**src/rtl/jpeg_stream_packer.sv**
```systemverilog
// -----------------------------------------------------------------------------
// jpeg_stream_packer
//
// Packs 32-bit entropy-coded words (MSB first) into a big-endian byte stream.
// A STUFF_BYTE is inserted after every 8'hFF data byte. The final word is cut
// to ceil(k/8) bytes, and its trailing bits are padded with 1s. The bytes are
// then regrouped into 32-bit output words. Only the last output word may be
// short (1..3 bytes).
//
// Optional feature: when the macro JPEG_PACK_EOI_EN is defined, the EOI marker
// (8'hFF, 8'hD9) is appended after the last data byte. It is never stuffed.
//
// Ports:
//   clk, rst              single clock, synchronous active-high reset
//   in_valid/in_ready     encoder word handshake
//   in_data               32 coded bits, byte 0 = in_data[31:24]
//   in_last/in_last_bits  final word marker and its valid bit count (0 = 32)
//   out_valid/out_ready   packed word handshake
//   out_data/out_bytes    packed bytes (big-endian, unused bytes zero), count
//   out_last              final packed word of the stream
//   stream_bytes          bytes emitted in the current/last stream
//   done                  one-cycle pulse after the final word handshake
// -----------------------------------------------------------------------------
module jpeg_stream_packer #(
    parameter logic [7:0] STUFF_BYTE = 8'h00
) (
    input  logic        clk,
    input  logic        rst,
    input  logic        in_valid,
    output logic        in_ready,
    input  logic [31:0] in_data,
    input  logic        in_last,
    input  logic [4:0]  in_last_bits,
    output logic        out_valid,
    input  logic        out_ready,
    output logic [31:0] out_data,
    output logic [2:0]  out_bytes,
    output logic        out_last,
    output logic [31:0] stream_bytes,
    output logic        done
);

    typedef enum logic [1:0] {
        ST_ACCEPT    = 2'd0,
        ST_SERIALIZE = 2'd1,
`ifdef JPEG_PACK_EOI_EN
        ST_EOI       = 2'd2,
`endif
        ST_FLUSH     = 2'd3
    } state_t;

    // Writes byte b into slot idx (0 = most significant) of a left-aligned word.
    function automatic logic [31:0] place_byte(input logic [31:0] word,
                                               input logic [7:0]  b,
                                               input logic [2:0]  idx);
        case (idx)
            3'd0:    place_byte = word | {b, 24'h00_0000};
            3'd1:    place_byte = word | {8'h00, b, 16'h0000};
            3'd2:    place_byte = word | {16'h0000, b, 8'h00};
            3'd3:    place_byte = word | {24'h00_0000, b};
            default: place_byte = word;
        endcase
    endfunction

    state_t      state_r, state_nxt_s;
    logic [31:0] stg_data_r;
    logic [2:0]  stg_cnt_r;
    logic        stg_last_r;
    logic        stuff_pend_r;
    logic [31:0] asm_data_r;
    logic [2:0]  asm_cnt_r;
    logic        out_valid_r, out_last_r, done_r, first_r;
    logic [31:0] out_data_r, stream_bytes_r;
    logic [2:0]  out_bytes_r;
`ifdef JPEG_PACK_EOI_EN
    logic        eoi_idx_r;
`endif

    logic [5:0]  load_bits_s;
    logic [2:0]  load_cnt_s;
    logic [31:0] load_data_s;
    logic        accept_s, out_hs_s, out_ok_s, step_ok_s, step_fire_s;
    logic        step_req_s, step_consume_s, step_empties_s, step_final_s;
    logic [7:0]  step_byte_s;
    logic        flush_load_s, final_hs_s;
    logic [31:0] asm_next_s;

    assign in_ready     = (state_r == ST_ACCEPT) && !rst;
    assign accept_s     = in_valid && in_ready;
    assign out_hs_s     = out_valid_r && out_ready;
    assign out_ok_s     = !out_valid_r || out_ready;
    // A byte that completes the assembler must go straight into the output register.
    assign step_ok_s    = (asm_cnt_r != 3'd3) || out_ok_s;
    assign step_fire_s  = step_req_s && step_ok_s;
    assign asm_next_s   = place_byte(asm_data_r, step_byte_s, asm_cnt_r);

    assign out_valid    = out_valid_r;
    assign out_data     = out_data_r;
    assign out_bytes    = out_bytes_r;
    assign out_last     = out_last_r;
    assign stream_bytes = stream_bytes_r;
    assign done         = done_r;

    // Staging load: byte count and 1-padding of the final word's trailing bits.
    always_comb begin
        load_bits_s = (in_last_bits == 5'd0) ? 6'd32 : {1'b0, in_last_bits};
        if (in_last) begin
            load_cnt_s  = 3'((load_bits_s + 6'd7) >> 3);
            load_data_s = in_data | (32'hFFFF_FFFF >> load_bits_s);
        end else begin
            load_cnt_s  = 3'd4;
            load_data_s = in_data;
        end
    end

    // Next-state logic and selection of the byte moved into the assembler.
    always_comb begin
        state_nxt_s    = state_r;
        step_req_s     = 1'b0;
        step_byte_s    = 8'h00;
        step_consume_s = 1'b0;
        step_empties_s = 1'b0;
        step_final_s   = 1'b0;
        flush_load_s   = 1'b0;
        final_hs_s     = 1'b0;
        case (state_r)
            ST_ACCEPT: begin
                if (accept_s) begin
                    state_nxt_s = ST_SERIALIZE;
                end else begin
                    state_nxt_s = ST_ACCEPT;
                end
            end
            ST_SERIALIZE: begin
                step_req_s = 1'b1;
                if (stuff_pend_r) begin
                    step_byte_s    = STUFF_BYTE;
                    step_empties_s = (stg_cnt_r == 3'd0);
                end else begin
                    step_byte_s    = stg_data_r[31:24];
                    step_consume_s = 1'b1;
                    step_empties_s = (stg_cnt_r == 3'd1) && (stg_data_r[31:24] != 8'hFF);
                end
                if (step_ok_s && step_empties_s) begin
                    if (stg_last_r) begin
`ifdef JPEG_PACK_EOI_EN
                        state_nxt_s = ST_EOI;
`else
                        step_final_s = 1'b1;
                        state_nxt_s  = ST_FLUSH;
`endif
                    end else begin
                        state_nxt_s = ST_ACCEPT;
                    end
                end else begin
                    state_nxt_s = ST_SERIALIZE;
                end
            end
`ifdef JPEG_PACK_EOI_EN
            ST_EOI: begin
                step_req_s   = 1'b1;
                step_byte_s  = eoi_idx_r ? 8'hD9 : 8'hFF;
                step_final_s = eoi_idx_r;
                if (step_ok_s && eoi_idx_r) begin
                    state_nxt_s = ST_FLUSH;
                end else begin
                    state_nxt_s = ST_EOI;
                end
            end
`endif
            ST_FLUSH: begin
                // The last full word already carries out_last, so only residual bytes need a word.
                flush_load_s = (asm_cnt_r != 3'd0) && out_ok_s;
                final_hs_s   = out_hs_s && out_last_r;
                if (final_hs_s) begin
                    state_nxt_s = ST_ACCEPT;
                end else begin
                    state_nxt_s = ST_FLUSH;
                end
            end
            default: begin
                state_nxt_s = ST_ACCEPT;
            end
        endcase
    end

    // State, staging, assembler, output register and stream counters.
    always_ff @(posedge clk) begin
        if (rst) begin
            state_r        <= ST_ACCEPT;
            stg_data_r     <= 32'h0000_0000;
            stg_cnt_r      <= 3'd0;
            stg_last_r     <= 1'b0;
            stuff_pend_r   <= 1'b0;
            asm_data_r     <= 32'h0000_0000;
            asm_cnt_r      <= 3'd0;
            out_valid_r    <= 1'b0;
            out_data_r     <= 32'h0000_0000;
            out_bytes_r    <= 3'd0;
            out_last_r     <= 1'b0;
            stream_bytes_r <= 32'h0000_0000;
            done_r         <= 1'b0;
            first_r        <= 1'b1;
`ifdef JPEG_PACK_EOI_EN
            eoi_idx_r      <= 1'b0;
`endif
        end else begin
            state_r <= state_nxt_s;
            done_r  <= final_hs_s;

            if (accept_s) begin
                stg_data_r   <= load_data_s;
                stg_cnt_r    <= load_cnt_s;
                stg_last_r   <= in_last;
                stuff_pend_r <= 1'b0;
            end else if (step_fire_s && step_consume_s) begin
                stg_data_r   <= {stg_data_r[23:0], 8'h00};
                stg_cnt_r    <= stg_cnt_r - 3'd1;
                stuff_pend_r <= (step_byte_s == 8'hFF);
            end else if (step_fire_s) begin
                stuff_pend_r <= 1'b0;
            end

`ifdef JPEG_PACK_EOI_EN
            if (step_fire_s && (state_r == ST_EOI)) begin
                eoi_idx_r <= !eoi_idx_r;
            end
`endif

            if ((step_fire_s && (asm_cnt_r == 3'd3)) || flush_load_s) begin
                asm_data_r <= 32'h0000_0000;
                asm_cnt_r  <= 3'd0;
            end else if (step_fire_s) begin
                asm_data_r <= asm_next_s;
                asm_cnt_r  <= asm_cnt_r + 3'd1;
            end

            if (step_fire_s && (asm_cnt_r == 3'd3)) begin
                out_valid_r <= 1'b1;
                out_data_r  <= asm_next_s;
                out_bytes_r <= 3'd4;
                out_last_r  <= step_final_s;
            end else if (flush_load_s) begin
                out_valid_r <= 1'b1;
                out_data_r  <= asm_data_r;
                out_bytes_r <= asm_cnt_r;
                out_last_r  <= 1'b1;
            end else if (out_hs_s) begin
                out_valid_r <= 1'b0;
            end

            if (accept_s && first_r) begin
                stream_bytes_r <= 32'h0000_0000;
            end else if (out_hs_s) begin
                stream_bytes_r <= stream_bytes_r + {29'd0, out_bytes_r};
            end

            if (final_hs_s) begin
                first_r <= 1'b1;
            end else if (accept_s) begin
                first_r <= 1'b0;
            end
        end
    end

endmodule

```
**config.mk**
```make
export PLATFORM = sky130hd
export DESIGN_NAME = jpeg_stream_packer
export DESIGN_NICKNAME = d
export VERILOG_FILES = /design/src/rtl/jpeg_stream_packer.sv
export SDC_FILE = /design/constraint.sdc
export NUM_CORES = 1
export LEC_CHECK = 0
export ABC_AREA = 0
export CAP_MARGIN = 20
export CORE_MARGIN = 1
export CORE_UTILIZATION = 45
export DETAILED_ROUTE_END_ITERATION = 10
export GPL_TIMING_DRIVEN = 0
export MAX_ROUTING_LAYER = met4
export PLACE_DENSITY_LB_ADDON = 0.12
export SLEW_MARGIN = 30
export SYNTH_ARGS = -nofsm -noshare
export SYNTH_HDL_FRONTEND = slang
export SYNTH_SLANG_ARGS = --single-unit
```
**constraint.sdc**
```tcl
create_clock -name clk -period 2.5 [get_ports clk]
set_input_delay 0.375 -clock clk [delete_from_list [all_inputs] [get_ports clk]]
set_output_delay 0.375 -clock clk [all_outputs]
set_load 0.03 [all_outputs]
```
==> impl_metrics.ini, run 1 <==
[status]
outcome = complete, no violations

[sta]
setup_viol = 0
fmax_ghz = 0.408
slew_viol_final = 0
maxSlewHeadroom = 0.377
timing.final.crit_share = 0.981
holdWs_ns = 0.451
worst_pin_slew_ns = 0.921
rsz0062_at_grt = false
hold_violations = 0
clock_skew_ns = 0.00669
period_needed_ns = 2.45

[critical_path]
critPathKind = in2out
critPathLaunch = rst
rr_worst_depth = 7
cpMostUsedCell = clkbuf_2
cpMaxStageDelayCell = clkdlybuf4s50_1
cp_max_fo = 10
reg2reg_slack_ns = 0.22
crit_chain = clkdlybuf4s50_1 > clkbuf_2 > clkbuf_2 > nor3_1 > dlygate4sd2_1
endpoint_kind = output port
crit_path_max_incr_delay_ns = 0.55
arrival_ns = 2.08
rr_startpoint = asm_cnt_r[1]$_SDFFE_PP0P_
worstSetupStartpointType = input port
cp.required_ns = 2.12
r2r_end = stg_data_r[13]$_SDFFE_PP0P_

[power_and_ir_drop]
internal_power_mw = 4.15
switchingPower_mw = 1.30
combPwrFrac = 0.089
p_clk_frac = 0.467
swShare = 0.239
peakVddDrop_uv = 545
seq_power_share = 0.443
power.density_nw_per_um2 = 658
leakage_nw = 2.89

[die]
ioPinCount = 113
die_w_um = 121
core-area_um2 = 13800
die_h_um = 121
dieArea_um2 = 14600
initial_core_util = 0.460
row_count = 43

[synth]
synth_edf_count = 0
synth-async-reset-ratio = 0
synth_seq_cells = 145
netlist_top_cells_count = 145 x dfxtp_1, 119 x nand2_1, 109 x nor2_1
yosysTopAreaCell = dfxtp_1
ys_warn_count = 0
avgSynthCellArea_um2 = 8.20
synth_cells = 775
synth_area_leaders = dfxtp_1 46%, nand2_1 7.0%, nor2_1 6.4%
synth.net_count = 829
synth.distinct_cells = 53
synth.most_common_cell = dfxtp_1
synth_top_area_share = 0.457
synth_seq_area_share = 0.457
syn_area_um2 = 6350
synth_ff_type = dfxtp_1

[cts]
htreeDepth = 4
clk_root_buffer_cell = clkbuf_16
clk_path_buf_depth = 2
hold_buffers = 0
clk-insertion-delay-late_ns = 0.42
cts_buffers = 17
clk_pin_slew_worst_paths_ns = 0.06
cts_tree = yes
clock_sinks = 145

[layout]
drive_gt1_frac = 0.0654
fin_nets = 958
final_cells = 1097
syn2layout_area_growth_pct = 30.4
antenna_cells = 0
fill_cells = 1226

[min_path]
whs_endpoint = out_data[18]$_SDFFE_PP0P_
holdPathStages = 2
min-delay-start = out_data[18]$_SDFFE_PP0P_
min_path_type = reg2reg

[detailed_routing]
ant_nets = 0
vias_per_cell = 5.54
drt_drc_violations_left = 0
via_count = 6074
wirelength_um = 17600
drtIter0Drc = 404
drt_first_pass_iters = 5
wire_per_inst_um = 16.1

[global_routing]
gr-total-overflow = 0
grt_max_degree = 17
grt_pass1_vias = 5695
track_usage = 0.256
grt_antenna_before_repair = 0
grt_pass1_wl_um = 28200

[placement]
numPlacedInstances = 1065
dp_hpwl_um = 13300
gp_congestion = 1.00
io_buffers = 110

[job]
maxCapViolCount = 0
[registers in the layout (all words and copies together) (netlist names)]
name,cells
asm_data_r,32
state_r,2
stg_last_r,1
stream_bytes,32
out_data,32
out_bytes,3
done,1
stg_data_r,32
asm_cnt_r,3
stuff_pend_r,1
first_r,1
stg_cnt_r,3
out_valid,1
out_last,1
[cells by family (layout without fill, tap and decap cells)]
group / count (synthesis) / after routing / synth area share
compound gates: 177 / 177 / 0.181
xor+xnor: 30 / 30 / 0.0413
fa+ha+maj: 12 / 12 / 0.0248
buf+inv: 67 / 209 / 0.0425
flops: 145 / 145 / 0.457
mux: 2 / 2 / 0.00315
simple gates: 342 / 342 / 0.251
[stage by stage]
| stage | util | power [mW] | cell area, um2 | setup slack [ns] | TNS, ns |
|---|---|---|---|---|---|
| after floorplan | - | 2.75 | 6350 | 0.432 | 0 |
| after global placement | 0.556 | 2.94 | 7680 | -0.480 | -6.94 |
| after detailed placement | 0.556 | 2.95 | 7680 | -0.519 | -10.14 |
| after CTS | 0.599 | 5.47 | 8280 | 0.0396 | 0 |
| after global routing | 0.599 | 5.64 | 8290 | 0.000261 | 0 |
| final | 0.599 | 5.45 | 8290 | 0.0474 | 0 |
[worst max-delay path: cells and delay by family]
kind	cells	cell delay, ns
buf+inv	4	1.52
simple gates	1	0.17
[power by group through the flow]
| stage | logic, mW | registers (mW) | clock network (mW) |
|---|---|---|---|
| finish | 0.487 | 2.42 | 2.55 |
| global route | 0.533 | 2.42 | 2.69 |
| CTS | 0.482 | 2.41 | 2.58 |
| detailed placement | 0.481 | 2.46 | 0 |
| global placement | 0.473 | 2.46 | 0 |
| floorplan | 0.295 | 2.46 | 0 |
[worst max-delay path by stage]
stage               cells after the start                       endpoint  slack [ns]
floorplan                               8  stream_bytes[14]$_SDFFE_PP0P_        0.43
global placement                        5                       in_ready       -0.48
detailed placement                      5                       in_ready       -0.52
CTS                                     5                       in_ready        0.04
global route                            5                       in_ready      0.0003
finish                                  5                       in_ready        0.05
[routing by layer]
layer,track usage,wire (um),vias to the layer above
met1,0.331,7950,2867
met2,0.396,8340,201
li1,-,-,2968
met3,0.0439,902,38
met4,0.109,430,0
met5,-,0,-
[cells in the final DEF, fill, tap and decap left out, drive strengths merged, types with 3 or more instances in the layout]
| cell | instances |
|---|---|
| a211oi | 25 |
| a21oi | 59 |
| a221oi | 3 |
| a22oi | 15 |
| a311oi | 24 |
| a31oi | 8 |
| and2 | 23 |
| and3 | 5 |
| buf | 17 |
| clkbuf | 59 |
| clkdlybuf4s50 | 109 |
| clkinv | 7 |
| dfxtp | 145 |
| ha | 11 |
| inv | 13 |
| nand2 | 119 |
| nand2b | 5 |
| nand3 | 14 |
| nand3b | 3 |
| nand4 | 14 |
| nor2 | 109 |
| nor3 | 29 |
| nor3b | 3 |
| nor4 | 3 |
| o21a | 6 |
| o21ai | 25 |
| or3 | 7 |
| xnor2 | 19 |
| xor2 | 11 |
[timing repair]
action	in CTS	in global routing
pin swaps	0	1
buffers inserted	0	0
resized for setup	3	3
setup endpoints to repair	1	22
[layout make-up]
| cell class | instances | area, um2 | area share |
|---|---|---|---|
| plain buffers | 54 | 225 | 0.0272 |
| clock buffers | 22 | 494 | 0.0596 |
| clock inverters | 10 | 106 | 0.0128 |
| inverters | 13 | 48.8 | 0.00589 |
| multi-input cells | 563 | 3180 | 0.384 |
| flip-flops and latches | 145 | 2900 | 0.350 |
| well taps | 180 | 225 | 0.0272 |
| repair buffers | 110 | 1100 | 0.133 |
(Power assumes the default switching activity.)
==> run 2, diff against run 1 <==
--- a/config.mk
+++ b/config.mk
@@ -9,10 +9,12 @@
 export CAP_MARGIN = 20
 export CORE_MARGIN = 1
 export CORE_UTILIZATION = 45
+export CTS_BUF_LIST = sky130_fd_sc_hd__clkbuf_4
 export DETAILED_ROUTE_END_ITERATION = 10
 export GPL_TIMING_DRIVEN = 0
 export MAX_ROUTING_LAYER = met4
 export PLACE_DENSITY_LB_ADDON = 0.12
+export SKIP_CTS_REPAIR_TIMING = 1
 export SLEW_MARGIN = 30
 export SYNTH_ARGS = -nofsm -noshare
 export SYNTH_HDL_FRONTEND = slang
==> impl_metrics.ini, run 2 (same netlist as run 1, synthesis figures left out) <==
[placement]
gp_congestion = 1.00
io_buffers = 110
dp_hpwl_um = 13300
numPlacedInstances = 1065

[layout]
most-common-layout-cells = 145 x dfxtp_1, 118 x nand2_1, 109 x nor2_1, 109 x clkdlybuf4s50_1, 59 x a21oi_1
drive_gt1_frac = 0.0600
fill_cells = 1281
final_cells = 1098
syn2layout_area_growth_pct = 25.0
final_common_cell = dfxtp_1
fin_nets = 958

[power_and_ir_drop]
internal_power_mw = 3.12
p_clk_frac = 0.322
swShare = 0.272
seq_power_share = 0.564
leakage_nw = 2.74
switchingPower_mw = 1.16
power.total_mw = 4.28
peakVddDrop_uv = 227
combPwrFrac = 0.114
power.density_nw_per_um2 = 539

[sta]
fmax_ghz = 0.427
hold_violations = 0
setup_viol = 0
worst_pin_slew_ns = 0.930
timing.final.crit_share = 0.937
maxSlewHeadroom = 0.372
rsz0062_at_grt = false
tns_ns = 0
clock_skew_ns = 0.0108
slew_viol_final = 0
period_needed_ns = 2.34

[global_routing]
grt_pass1_wl_um = 28000
gr-total-overflow = 0
track_usage = 0.255
grt_pass1_vias = 5693
grt_antenna_before_repair = 1
grt_max_degree = 17

[die]
die_h_um = 121
row_count = 43
core-area_um2 = 13800
dieArea_um2 = 14600
die_w_um = 121
ioPinCount = 113
initial_core_util = 0.460

[min_path]
min_path_type = in2reg
holdPathStages = 3

[detailed_routing]
drt_drc_violations_left = 0
via_count = 6031
drtIter0Drc = 410
drt_first_pass_iters = 6
wirelength_um = 17500
wire_per_inst_um = 16.0
vias_per_cell = 5.49
ant_nets = 0

[critical_path]
cpMaxStageDelayCell = clkdlybuf4s50_1
arrival_ns = 1.97
cp_num_cells = 5
rr_worst_depth = 7
critPathBufInv = 4
endpoint_kind = output port
cp_top_family = buffers and inverters
crit_chain = clkdlybuf4s50_1 > clkbuf_2 > clkbuf_2 > nor3_1 > dlymetal6s2s_1
critPathKind = in2out
cpMostUsedCell = clkbuf_2
cp.required_ns = 2.12
crit_path_max_incr_delay_ns = 0.54
worstSetupStartpointType = input port
cp_max_fo = 10

[cts]
clock_sinks = 145
clk_root_buffer_cell = clkbuf_4
clk_path_buf_depth = 2
cts_tree = yes
clk-insertion-delay-late_ns = 0.54
clk_pin_slew_worst_paths_ns = 0.12
cts_buffers = 17
htreeDepth = 4

[status]
outcome = complete, no violations

[job]
maxCapViolCount = 0
==> run 2: per-stage QoR <==
step	hold slack [ns]	instance area (um2)	utilization	setup slack [ns]
2_1_floorplan	0.431	6350	-	0.432
3_3_place_gp	0.440	7680	0.556	-0.480
3_5_place_dp	0.445	7680	0.556	-0.519
4_1_cts	0.263	7930	0.574	-0.519
5_1_grt	0.299	7950	0.575	0.00417
6_report	0.329	7950	0.575	0.157
==> run 2: worst paths after layout <==
check	start	to	slack (ns)
setup / recovery	rst	in_ready	0.16
hold reg to reg	out_data[10]$_SDFFE_PP0P_	out_data[10]$_SDFFE_PP0P_	0.46
setup reg to reg	asm_cnt_r[1]$_SDFFE_PP0P_	stg_data_r[13]$_SDFFE_PP0P_	0.21
hold / removal	in_last	stg_cnt_r[1]$_SDFFE_PP0P_	0.33
==> run 2: final cells by class <==
class	count	area, um2	area share
multi-input combinational	563	3180	0.401
antenna	1	2.50	0.000315
buffer	54	225	0.0283
inverter	13	48.8	0.00614
clock buffer	17	128	0.0161
timing repair buffer	110	1100	0.139
clock inverter	15	125	0.0157
tap	180	225	0.0283
sequential	145	2900	0.365
==> run 2: power by group through the flow <==
stage          Sequential, mW  Combinational [mW]  Clock, mW
6_report                 2.41               0.489       1.38
5_1_grt                  2.42               0.535       1.52
4_1_cts                  2.41               0.483       1.41
3_5_place_dp             2.46               0.481          0
3_3_place_gp             2.46               0.473          0
2_1_floorplan            2.46               0.295          0
==> run 2: routing by layer <==
layer | global-route usage | wire length (um) | up-vias
met4 | 0.102 | 349 | 0
met1 | 0.331 | 7990 | 2825
met2 | 0.387 | 8280 | 206
li1 | - | - | 2975
met5 | - | 0 | -
met3 | 0.0505 | 916 | 25
==> run 2: tightest hold or removal path: cells and delay by family <==
| kind | cells | cell delay, ns |
|---|---|---|
| compound gates | 1 | 0.06 |
| buf+inv | 1 | 0.25 |
| simple gates | 1 | 0.15 |
